===== src/rtl/score_sum_unloader_if.sv =====
// Streaming output channel of score_sum_unloader: one score word per beat,
// tagged with its bank and address, valid/ready handshake.
interface score_sum_unloader_if #(
  parameter int unsigned ADDR_WIDTH = 13,
  parameter int unsigned DATA_WIDTH = 32,
  parameter int unsigned PARALLEL   = 8
);
  localparam int unsigned BANK_W = (PARALLEL > 1) ? $clog2(PARALLEL) : 1;

  logic [DATA_WIDTH-1:0] out_data;
  logic [BANK_W-1:0]     out_bank;
  logic [ADDR_WIDTH-1:0] out_addr;
  logic                  out_valid;
  logic                  out_last;
  logic                  out_ready;

  modport master (
    output out_data, out_bank, out_addr, out_valid, out_last,
    input  out_ready
  );

  modport slave (
    input  out_data, out_bank, out_addr, out_valid, out_last,
    output out_ready
  );
endinterface


===== src/rtl/score_sum_unloader.sv =====
// Unloads PARALLEL score_sum BRAM banks address-major, bank-minor onto a stream.
// Define SCORE_SUM_CLEAR_ON_READ_EN to zero each address as it is captured.
module score_sum_unloader #(
  parameter int unsigned ADDR_WIDTH = 13,
  parameter int unsigned DATA_WIDTH = 32,
  parameter int unsigned PARALLEL   = 8
) (
  input  logic                           clk,
  input  logic                           rst,
  input  logic                           start,
  input  logic [ADDR_WIDTH:0]            num_addr,
  output logic [ADDR_WIDTH*PARALLEL-1:0] mem_addr_score_sum,
  output logic [PARALLEL-1:0]            mem_score_write_sum_en,
  output logic [DATA_WIDTH*PARALLEL-1:0] mem_data_out_score_out_sum,
  input  logic [DATA_WIDTH*PARALLEL-1:0] mem_data_in_score_sum,
  score_sum_unloader_if.master           out,
  output logic                           busy,
  output logic                           done
);

  localparam int unsigned BANK_W = (PARALLEL > 1) ? $clog2(PARALLEL) : 1;
  localparam logic [BANK_W-1:0] LAST_BANK = BANK_W'(PARALLEL - 1);

  typedef enum logic [2:0] {IDLE, READ, WAIT, CAPTURE, DRAIN, FINISH} state_t;

  state_t                state, state_nxt;
  logic [ADDR_WIDTH-1:0] addr_cnt, last_addr;
  logic [BANK_W-1:0]     bank;
  logic [DATA_WIDTH-1:0] buffer [PARALLEL];
  logic                  xfer, addr_end;

  // Handshake qualified by state rather than out_valid to keep the
  // next-state logic free of a loop through the output.
  assign xfer     = (state == DRAIN) && out.out_ready;
  assign addr_end = (addr_cnt == last_addr);

  assign mem_addr_score_sum = {PARALLEL{addr_cnt}};

  always_ff @(posedge clk) begin
    if (rst) state <= IDLE;
    else     state <= state_nxt;
  end

  always_comb begin
    state_nxt     = state;
    out.out_valid = 1'b0;
    out.out_last  = 1'b0;
    out.out_data  = buffer[bank];
    out.out_bank  = bank;
    out.out_addr  = addr_cnt;
    busy          = 1'b1;
    done          = 1'b0;
    case (state)
      IDLE: begin
        busy = 1'b0;
        if (start) state_nxt = (num_addr == '0) ? FINISH : READ;
      end
      READ:    state_nxt = WAIT;
      WAIT:    state_nxt = CAPTURE;
      CAPTURE: state_nxt = DRAIN;
      DRAIN: begin
        out.out_valid = 1'b1;
        out.out_last  = addr_end && (bank == LAST_BANK);
        if (xfer && bank == LAST_BANK) state_nxt = addr_end ? FINISH : READ;
      end
      FINISH: begin
        done      = 1'b1;
        state_nxt = IDLE;
      end
      default: state_nxt = IDLE;
    endcase
  end

  always_ff @(posedge clk) begin
    if (rst) begin
      addr_cnt  <= '0;
      last_addr <= '0;
      bank      <= '0;
      for (int unsigned i = 0; i < PARALLEL; i++) buffer[i] <= '0;
    end else begin
      case (state)
        IDLE: begin
          if (start && num_addr != '0) begin
            addr_cnt <= '0;
            bank     <= '0;
            // Counts beyond the address space saturate to the full range.
            last_addr <= num_addr[ADDR_WIDTH] ? '1
                                              : num_addr[ADDR_WIDTH-1:0] - ADDR_WIDTH'(1);
          end
        end
        CAPTURE: begin
          for (int unsigned i = 0; i < PARALLEL; i++)
            buffer[i] <= mem_data_in_score_sum[i*DATA_WIDTH +: DATA_WIDTH];
          bank <= '0;
        end
        DRAIN: begin
          if (xfer) begin
            if (bank == LAST_BANK) begin
              bank <= '0;
              if (!addr_end) addr_cnt <= addr_cnt + ADDR_WIDTH'(1);
            end else begin
              bank <= bank + BANK_W'(1);
            end
          end
        end
        default: ;
      endcase
    end
  end

`ifdef SCORE_SUM_CLEAR_ON_READ_EN
  // High only in the first DRAIN cycle of each address, after its capture.
  logic clr_pend;

  always_ff @(posedge clk) begin
    if (rst) clr_pend <= 1'b0;
    else     clr_pend <= (state == CAPTURE);
  end

  assign mem_score_write_sum_en     = {PARALLEL{clr_pend}};
  assign mem_data_out_score_out_sum = '0;
`else
  assign mem_score_write_sum_en     = '0;
  assign mem_data_out_score_out_sum = '0;
`endif

endmodule


===== src/flat_wrapper.sv =====
// flat-port wrapper written by rule: the top's interface ports become plain ports
module score_sum_unloader_flat 
#(
  parameter int unsigned ADDR_WIDTH = 13,
  parameter int unsigned DATA_WIDTH = 32,
  parameter int unsigned PARALLEL   = 8
)
  (clk, rst, start, num_addr, mem_addr_score_sum, mem_score_write_sum_en, mem_data_out_score_out_sum, mem_data_in_score_sum, busy, done, out_out_data, out_out_bank, out_out_addr, out_out_valid, out_out_last, out_out_ready);
  score_sum_unloader_if #(.ADDR_WIDTH(ADDR_WIDTH), .DATA_WIDTH(DATA_WIDTH), .PARALLEL(PARALLEL)) out_i ();
  input  logic clk;
  input  logic rst;
  input  logic start;
  input  logic [ADDR_WIDTH:0] num_addr;
  output logic [ADDR_WIDTH*PARALLEL-1:0] mem_addr_score_sum;
  output logic [PARALLEL-1:0] mem_score_write_sum_en;
  output logic [DATA_WIDTH*PARALLEL-1:0] mem_data_out_score_out_sum;
  input  logic [DATA_WIDTH*PARALLEL-1:0] mem_data_in_score_sum;
  output logic busy;
  output logic done;
  output wire logic [$bits(out_i.out_data)-1:0] out_out_data;
  output wire logic [$bits(out_i.out_bank)-1:0] out_out_bank;
  output wire logic [$bits(out_i.out_addr)-1:0] out_out_addr;
  output wire logic [$bits(out_i.out_valid)-1:0] out_out_valid;
  output wire logic [$bits(out_i.out_last)-1:0] out_out_last;
  input wire logic [$bits(out_i.out_ready)-1:0] out_out_ready;
  assign out_out_data = out_i.out_data;
  assign out_out_bank = out_i.out_bank;
  assign out_out_addr = out_i.out_addr;
  assign out_out_valid = out_i.out_valid;
  assign out_out_last = out_i.out_last;
  assign out_i.out_ready = out_out_ready;
  score_sum_unloader #(.ADDR_WIDTH(ADDR_WIDTH), .DATA_WIDTH(DATA_WIDTH), .PARALLEL(PARALLEL)) u_core (.clk(clk), .rst(rst), .start(start), .num_addr(num_addr), .mem_addr_score_sum(mem_addr_score_sum), .mem_score_write_sum_en(mem_score_write_sum_en), .mem_data_out_score_out_sum(mem_data_out_score_out_sum), .mem_data_in_score_sum(mem_data_in_score_sum), .out(out_i), .busy(busy), .done(done));
endmodule

===== config.mk =====
export PLATFORM = sky130hd
export DESIGN_NAME = score_sum_unloader_flat
export DESIGN_NICKNAME = d
export VERILOG_FILES = /design/src/rtl/score_sum_unloader_if.sv /design/src/rtl/score_sum_unloader.sv /design/src/flat_wrapper.sv
export SDC_FILE = /design/constraint.sdc
export NUM_CORES = 1
export LEC_CHECK = 0
export ABC_AREA = 1
export BUFFER_PORTS_ARGS = -buffer_cell sky130_fd_sc_hd__buf_2
export CORE_AREA = 4 4 270 272
export CTS_CLUSTER_SIZE = 40
export DETAILED_ROUTE_END_ITERATION = 16
export DIE_AREA = 0 0 274 276
export PLACE_DENSITY_LB_ADDON = 0.15
export SETUP_SLACK_MARGIN = 0.05
export SLEW_MARGIN = 0
export SYNTH_ARGS = -nofsm -noshare
export SYNTH_HDL_FRONTEND = slang
export SYNTH_SLANG_ARGS = --single-unit

===== constraint.sdc =====
create_clock -name clk -period 10.9 [get_ports clk]
set_clock_uncertainty 0.1 [all_clocks]
set_input_delay 3.27 -clock clk [delete_from_list [all_inputs] [get_ports clk]]
set_output_delay 3.27 -clock clk [all_outputs]
set_load 0.05 [all_outputs]

Word-level counts from Yosys, hierarchy flattened
Memory sizes are Yosys's and may differ from the RTL's. A register that Yosys moved wholly into a read port is not among the register bits.
Cells that the tools add are included.
{ "op_classes": {"add_sub_neg": 3, "n_reduce_logical": 13, "mux": 34, "bitwise_logic": 8, "n_eq_ne": 13} }
{ "op_table": {"columns": ["op", "n"], "rows": [
  ["$mux 32", 8],
  ["$mux 13", 5],
  ["$mux 3", 9],
  ["$pmux 13 s2", 1],
  ["$pmux 3 s5", 1],
  ["$logic_not 14->1", 1],
  ["$reduce_bool 14->1", 1],
  ["$add 13x1->13 const B", 1],
  ["$eq 13x13->1", 1],
  ["$sub 13x1->13 const B", 1],
  ["$eq 3x3->1 const B", 3],
  ["$mux 1", 9],
  ["$pmux 3 s3", 1],
  ["$ne 2x2->1 const B", 4],
  ["$or 1x1->1", 8],
  ["$eq 3x2->1 const B", 2],
  ["$reduce_and 5->1", 1],
  ["$logic_and 1x1->1", 4],
  ["$ne 2x1->1 const B", 2],
  ["$reduce_and 2->1", 2],
  ["$add 3x1->3 const B", 1],
  ["$eq 3x1->1 const B", 1],
  ["$logic_not 3->1", 1],
  ["$reduce_and 3->1", 1],
  ["2 further kinds", 2]
]} }
{ "word_totals": {"wordCells": 76, "reg_bits": 32, "output_inout_bits": 420, "mem_count": 1, "ramBits": 256} }
{ "memory_table": {"columns": ["memory", "words", "width", "read_ports", "rd_clocked_by_memory_dff", "wr", "line", "text"], "rows": [
  ["u_core.buffer", 8, 32, 1, 1, 8, "score_sum_unloader.sv:29", "logic [DATA_WIDTH-1:0] buffer [PARALLEL];"]
]} }

Longest topological paths before layout
Gate-level depths: netlist of the first run.
{ "depth": {"depth_word": 6, "depth_mapped": 13} }

Worst setup path after synthesis of the first run
Ideal clock, no wire load.
{ "synth_path": {"path_kind": "input to register", "startpoint": "input port rst", "endpoint": "memory u_core.buffer[0][0], enable pin", "path_slack_ns": 0.974, "cell_stages": 4, "setup_time_ns": 1.979, "n_path_buf": 2, "arrival_time_ns": 7.847, "path_cell_list": "clkbuf_1 -> inv_1 -> buf_2 -> nand2_1"} }
{ "synth_lines": {"columns": ["item", "line", "text"], "rows": [
  ["start, declared", "flat_wrapper.sv:11", "input logic rst;"],
  ["end, declared", "score_sum_unloader.sv:29", null]
]} }

==> impl_summary.md, run 1 <==
Synth
In the synthesized netlist the async set-or-reset flop fraction comes to 0%. In this run, distinct cell masters in the synthesized netlist total 36. The portion of the post-synthesis area used by sequential elements is 49.57%. Summing every instance area after synthesis gives 16920 um^2. Counting flops and latches in the post-synthesis netlist gives 291. Among all flip-flop cells after synthesis, the most frequent one is edfxtp_1. Synthesis produced a netlist whose cell count is 2012.

The synthesized area per cell is 8.410 um^2. The Yosys step of the flow raised 0 warnings. The count of flip-flops with a built-in enable after synthesis is 256.

Outcome
The run finished with clean final reports.

Pwr
The power per unit of standard cell area is 172.4 nW/um^2. The peak supply drop is 0.09559 mV. In this run the static leakage power is 0.009632 uW.

Die
The initial core utilization is 23.92%. The die is 274 um wide. 694 I/O pins were placed.

Measured along the y axis, the die boundary spans 276 um. The die area is 75620 um^2. The region available for standard cell placement spans 70750 um^2. In this run the core area contains 98 standard-cell rows.

Timing
Timing would allow up to 145.6 MHz. The number of endpoints with negative hold slack in the final report is 0. The final setup violation count is 0. The count of pins over their slew limit is 0. For the pin with the worst max-slew slack, the measured transition is 1.160 ns.

The clock period minus worst slack is 6.869 ns. The final sum of negative setup slack is 0 ns. Of the available clock period, the critical path in the final layout requires 63.02%. Setup repair after global routing left no endpoint under its margin.

The worst slew margin relative to its limit is 22.64%.

Detailed routing
The via density per instance is 3.887. The total number of vias is 12.71k. The number of iterations in the first detailed-routing pass is 5. The post-detailed-route count of antenna-violating nets is 0. The count of routing violations after the opening detailed-route iteration is 784. The average wire per standard cell is 16.79 um.

The wire length after detailed routing is 54930 um. After detailed routing, the number of remaining DRC violations is 0.

Layout
From synthesis to final layout, the design area changed by 14.30%. The most common cell after layout, fill and taps aside is nor2_1. The core utilization of the finished layout is 27.34%. The share of layout cells above drive strength 1 is 22.37%. The final cell count without fillers is 3271.

The count of nets after finishing is 2577. In the layout the commonest cells are 540 x nor2_1, 428 x buf_2, 312 x inv_1, 264 x conb_1, 256 x edfxtp_1.

Critical path
Data on the critical path is required at its endpoint by 7.53 ns. At the worst endpoint, the arrival time is 3.50 ns. Along the worst path, the maximum fanout reaches 84. The element type at the critical path start is a flip-flop. The worst setup path is captured at an output pin. The critical path start-end classification is flip-flop to output pin.

Clock network
No sink is reached through more buffers than the 3 on the longest clock path. The tree built by TritonCTS fans out to 291 sinks. Buffers added to address setup during post-CTS repair amount to 0.

The number of instances resized during post-cts repair is 0. TritonCTS built the clock tree. Clock-pin slew was measured on the worst setup and hold paths at 0.06 ns. The H-tree depth is 2. The clock insertion delay at the later pin of the skew report is 0.54 ns. Hold repair after CTS inserted 0 buffers. Clock tree synthesis inserted a total of 37 buffers. The tree is rooted in a clkbuf_16.

Global route
The total congestion overflow is 0. The via count of the first global-routing pass is 12.83k. The first global-routing pass estimated 80310 um of wire. The number of antenna violations at the first check in global routing is 6. Entering global routing, the biggest net connects 86 pins. Global routing consumed, over all layers together, 13.77% of the routing resources.

Run
The count of maximum capacitance violations is 0.

Worst hold path
The class of the tightest hold or removal check is flip-flop to flip-flop.

Placed design
The final RePlAce weighted congestion is 0.7860. The half-perimeter wire length after placement is 38790 um. The number of input and output port buffers inserted is 429. Once placement completed, the tool counted placed cells totaling 3209.
-- cells by family after synthesis --
family / synth area share (%)
flip-flops: 49.57
adder cells (fa/ha/maj): 0.3697
AO/OA/AOI/OAI: 7.602
buffers and inverters: 25.56
AND/OR/NAND/NOR: 16.51
XOR/XNOR: 0.3624
other: 0.02216
-- report_power, final --
part	internal (uW)	switching, uW
Clock	675	505
Sequential	1300	46.9
Combinational	156	652
Total	2130	1200
-- worst paths after layout --
| check | startpoint | cells after the start | slack [ns] | to |
|---|---|---|---|---|
| setup / recovery | flip-flop | 7 | 4.03 | out_out_data[3] |
| hold / removal | u_core.state[0] | 1 | 0.42 | u_core.state[0] |
| setup reg to reg | u_core.state[1] | 5 | 8.15 | u_core.buffer[1][16] |
| hold reg to reg | u_core.state[0] | 1 | 0.42 | u_core.state[0] |
-- cells in the mapped netlist (2+ instances only) --
library cell	instances	area share (%)
nand4_1	17	0.63
buf_4	369	16
buf_6	2	0.13
a21oi_2	6	0.31
inv_1	313	6.9
a21oi_1	13	0.38
ha_1	5	0.37
nand2_1	102	2.3
nor2_4	3	0.20
buf_2	11	0.33
xor2_1	2	0.10
clkbuf_1	61	1.4
o22ai_1	32	1.2
nor2_1	540	12
nand2_2	10	0.37
inv_2	3	0.067
a31oi_1	33	1.2
nor2_2	3	0.11
xnor2_1	5	0.26
dfxtp_1	35	4.1
nand3_1	19	0.56
nor3_1	3	0.089
edfxtp_1	256	45
buf_1	10	0.22
o21ai_0	148	4.4
-- registers in the layout, summed over array words and instances, names as in the netlist, named ones only --
signal,count
u_core.buffer,256
u_core.last_addr,13
u_core.out.out_addr,13
u_core.out.out_bank,3
u_core.state,3
-- stage by stage --
| step | hold WS, ns | total power, uW | worst slack, ns | cell area (um^2) |
|---|---|---|---|---|
| floorplan | 0.3725 | 2095 | 0.9744 | 17910 |
| global placement | 0.3933 | 2187 | 3.957 | 18200 |
| detailed placement | 0.4050 | 2188 | 3.861 | 18200 |
| CTS | 0.4234 | 3395 | 3.807 | 19340 |
| global route | 0.4280 | 3491 | 3.627 | 19340 |
| finish | 0.4205 | 3334 | 4.031 | 19340 |
-- critical path, stage by stage, from the launching register on --
cell     delay, ns
dfxtp_4       0.52
inv_4         0.46
buf_4         0.76
o21ai_0       0.17
o22ai_1       0.18
nor2_1        0.10
a31oi_1       0.31
buf_2         0.33
-- area by class of cell --
cell class	instances	area, um^2
fillers	7833	51410
clock inverters	18	185.2
repair buffers	438	2217
clock buffers	43	948.4
inverters	317	1192
multi-input cells	1213	5210
well taps	950	1189
flip-flops and latches	291	8396
diodes	1	2.502
-- per-layer routing --
metal / up-vias / routed length [um] / track usage (%)
li1: 6243 / - / -
met1: 5957 / 22870 / 17.02
met2: 433 / 27400 / 24.31
met3: 79 / 3125 / 2.491
met4: 2 / 1519 / 4.223
met5: - / 13 / 0
No activity file was read; power rests on OpenSTA's default activity.
==> inputs of run 2 (changes only) <==
- CORE_AREA: 4 4 270 272 -> 4 4 266 268
- DIE_AREA: 0 0 274 276 -> 0 0 270 272
- clock period: 10.9 -> 6.1 ns (I/O delays scaled with it)
==> impl_summary.md, run 2 (synthesized netlist as in run 1, its figures left out) <==
Detailed routing
The total number of vias is 12.82k (was 12.71k). The wire length after detailed routing is 53780 um (was 54930 um). The count of unresolved DRC violations after routing is 0 (unchanged). The average wire per standard cell is 16.76 um (was 16.79 um).

The count of routing violations after the opening detailed-route iteration is 709 (was 784). The via density per instance is 3.997 (was 3.887). The post-detailed-route count of antenna-violating nets is 0 (unchanged). The number of iterations in the first detailed-routing pass is 5 (unchanged).

Timing
The count of pins over their slew limit is 0 (unchanged). The post-route fraction of the period consumed by the critical path is 85.59%. The final sum of negative setup slack is 0 ns (unchanged). The worst slew margin relative to its limit is 26.78% (was 22.64%). The slew at the pin with the worst max-slew slack was 1.098 ns (was 1.160 ns). The least setup slack across all paths after layout came to 0.8788 ns (was 4.031 ns).

The final setup violation count came to 0 (unchanged). The worst hold slack after final layout is 0.4234 ns (was 0.4205 ns). Unrepaired setup endpoints after global routing: false (unchanged). The highest achievable clock rate is 191.5 MHz. The clock period minus worst slack is 5.221 ns. The number of endpoints with negative hold slack in the final report is 0 (unchanged).

Clock network
The maximum buffer depth of the clock tree is 3 (unchanged). The cell at the root of the clock tree is clkbuf_16 (unchanged). The number of post-CTS setup repair buffers is 0 (unchanged). The number of hold-repair buffers added at the cts stage is 0 (unchanged). The number of buffers created by CTS is 38 (was 37). The clock insertion delay at the later pin of the skew report is 0.55 ns (was 0.54 ns). The H-tree depth is 2 (unchanged). The total clock sinks is 291 (unchanged). The clock tree from TritonCTS is built (unchanged). The clock input transition at the sequential cells of the worst setup and hold paths came to 0.06 ns (about the same). The number of instances resized during post-cts repair was 0 (unchanged).

Critical path
The type of element capturing the critical path is an output pin (unchanged). The required arrival time at the worst endpoint is 4.17 ns (was 7.53 ns). The cell at the slowest stage of the critical path is inv_4 (was buf_4). The data arrival at the endpoint of the critical path is 3.29 ns (was 3.50 ns). The kind of cell adding the most delay to the critical path is buffers and inverters (unchanged). The element type at the critical path start was a flip-flop (unchanged).

Crit path cell chain: inv_4, buf_4, o21ai_0, o22ai_1, nor2_1, a31oi_1, buf_2 (unchanged). The count of buffering cells on the critical path with inverters included was 3 (unchanged). The largest fanout on the critical path is 98 (was 84). The critical path start-end classification was flip-flop to output pin (unchanged).

The longest individual stage delay on the worst path is 0.84 ns (was 0.76 ns).

Placed design
The worst setup slack before clock tree synthesis is 1.394 ns (was 3.861 ns). The number of input and output port buffers inserted is 429 (unchanged). The final RePlAce weighted congestion is 0.7742 (was 0.7860). The half-perimeter wire length after placement is 38870 um (was 38790 um).

Outcome
Outcome: finished, final reports clean (unchanged).

Die
The number of cell rows is 96 (was 98). The initial core utilization is 24.76% (was 23.92%). The area of the core is 68350 um^2 (was 70750 um^2). The number of top-level pins was 694 (unchanged). The die area is 73440 um^2 (was 75620 um^2).

The horizontal die dimension was 270 um (was 274 um). The vertical extent of the die came to 272 um (was 276 um).

Worst hold path
The class of the tightest hold or removal check is flip-flop to flip-flop (unchanged).

Layout
The sequential cell area in the final layout came to 8396 um^2 (unchanged). The filler cell count was 7561 (was 7833). The most common cell after layout, fill and taps aside is nor2_1 (unchanged). Top library cells by usage in the layout, fill and taps aside: 540 x nor2_1, 428 x buf_2, 312 x inv_1, 264 x conb_1, 256 x edfxtp_1 (unchanged). The number of flip-flops in the largest register is 256 (unchanged). The count of nets after finishing was 2580 (was 2577). The area of combinational cells with multiple inputs was 5219 um^2 (was 5210 um^2). The layout-stage area growth over the synthesis result is 14.48% (was 14.30%).

The share of layout cells above drive strength 1 is 22.59% (was 22.37%). The core utilization of the finished layout was 28.34% (was 27.34%). The register bank with the most flops is u_core.buffer (unchanged).

Global route
The via count of the first global-routing pass is 12.72k (was 12.83k). The largest net degree at the start of global routing came to 193 (was 86). The number of antenna violations at the first check in global routing is 6 (unchanged).

The global-route total usage across every layer came to 13.76% (was 13.77%). The total congestion overflow is 0 (unchanged). The global-route wire length before repair was 78470 um (was 80310 um).

Pwr
The peak supply drop is 0.1448 mV (was 0.09559 mV). The static leakage is 0.009687 uW (was 0.009632 uW). The power per unit of standard cell area came to 311.8 nW/um^2 (was 172.4 nW/um^2).

Run
The count of maximum capacitance violations came to 0 (unchanged).
-- run 2: path summary, 6_finish.rpt --
check,startpoint,slack [ns],cells after the start,to
worst max-delay path,flip-flop,0.88,7,out_out_data[18]
worst min-delay path,u_core.out.out_bank[1],0.42,2,u_core.out.out_bank[1]
worst max register to register,u_core.state[0],3.70,5,u_core.buffer[3][9]
worst min register to register,u_core.out.out_bank[1],0.42,2,u_core.out.out_bank[1]
-- run 2: power breakdown --
group	leakage (uW)	internal (uW)	total, uW	switching, uW
registers	0.00294	2320	2410	89.4
logic	0.00617	283	1450	1160
clock network	0.000585	1300	2180	882
total	0.00969	3900	6040	2140
-- run 2: area by class of cell --
class | count | share of cell area (%)
Inverter | 317 | 6.156
Multi-Input combinational cell | 1213 | 26.94
Antenna cell | 2 | 0.02584
Clock buffer | 52 | 5.432
Timing Repair Buffer | 440 | 11.65
Tap cell | 882 | 5.697
Sequential cell | 291 | 43.34
Clock inverter | 11 | 0.7493
-- run 2: worst min-delay path, cell delays in order, from the launching register on --
cell and delay (ns):
dfxtp_1 0.32, nand2_1 0.08, a21oi_1 0.06
-- run 2: per-layer routing --
metal | GRT usage (%) | vias up | routed length [um]
li1 | - | 6253 | -
met1 | 16.71 | 6049 | 21880
met2 | 24.82 | 429 | 27470
met3 | 2.317 | 84 | 2844
met4 | 4.398 | 6 | 1554
met5 | 0 | - | 33
-- run 2: per-stage QoR --
stage / instances / area (um^2) / power, uW
after global routing: 3208 / 19370 / 6326
after floorplan: 2275 / 17910 / 3728
after global placement: 3143 / 18170 / 3913
final: 3208 / 19370 / 6039
after CTS: 3206 / 19360 / 6131
after detailed placement: 3143 / 18170 / 3916
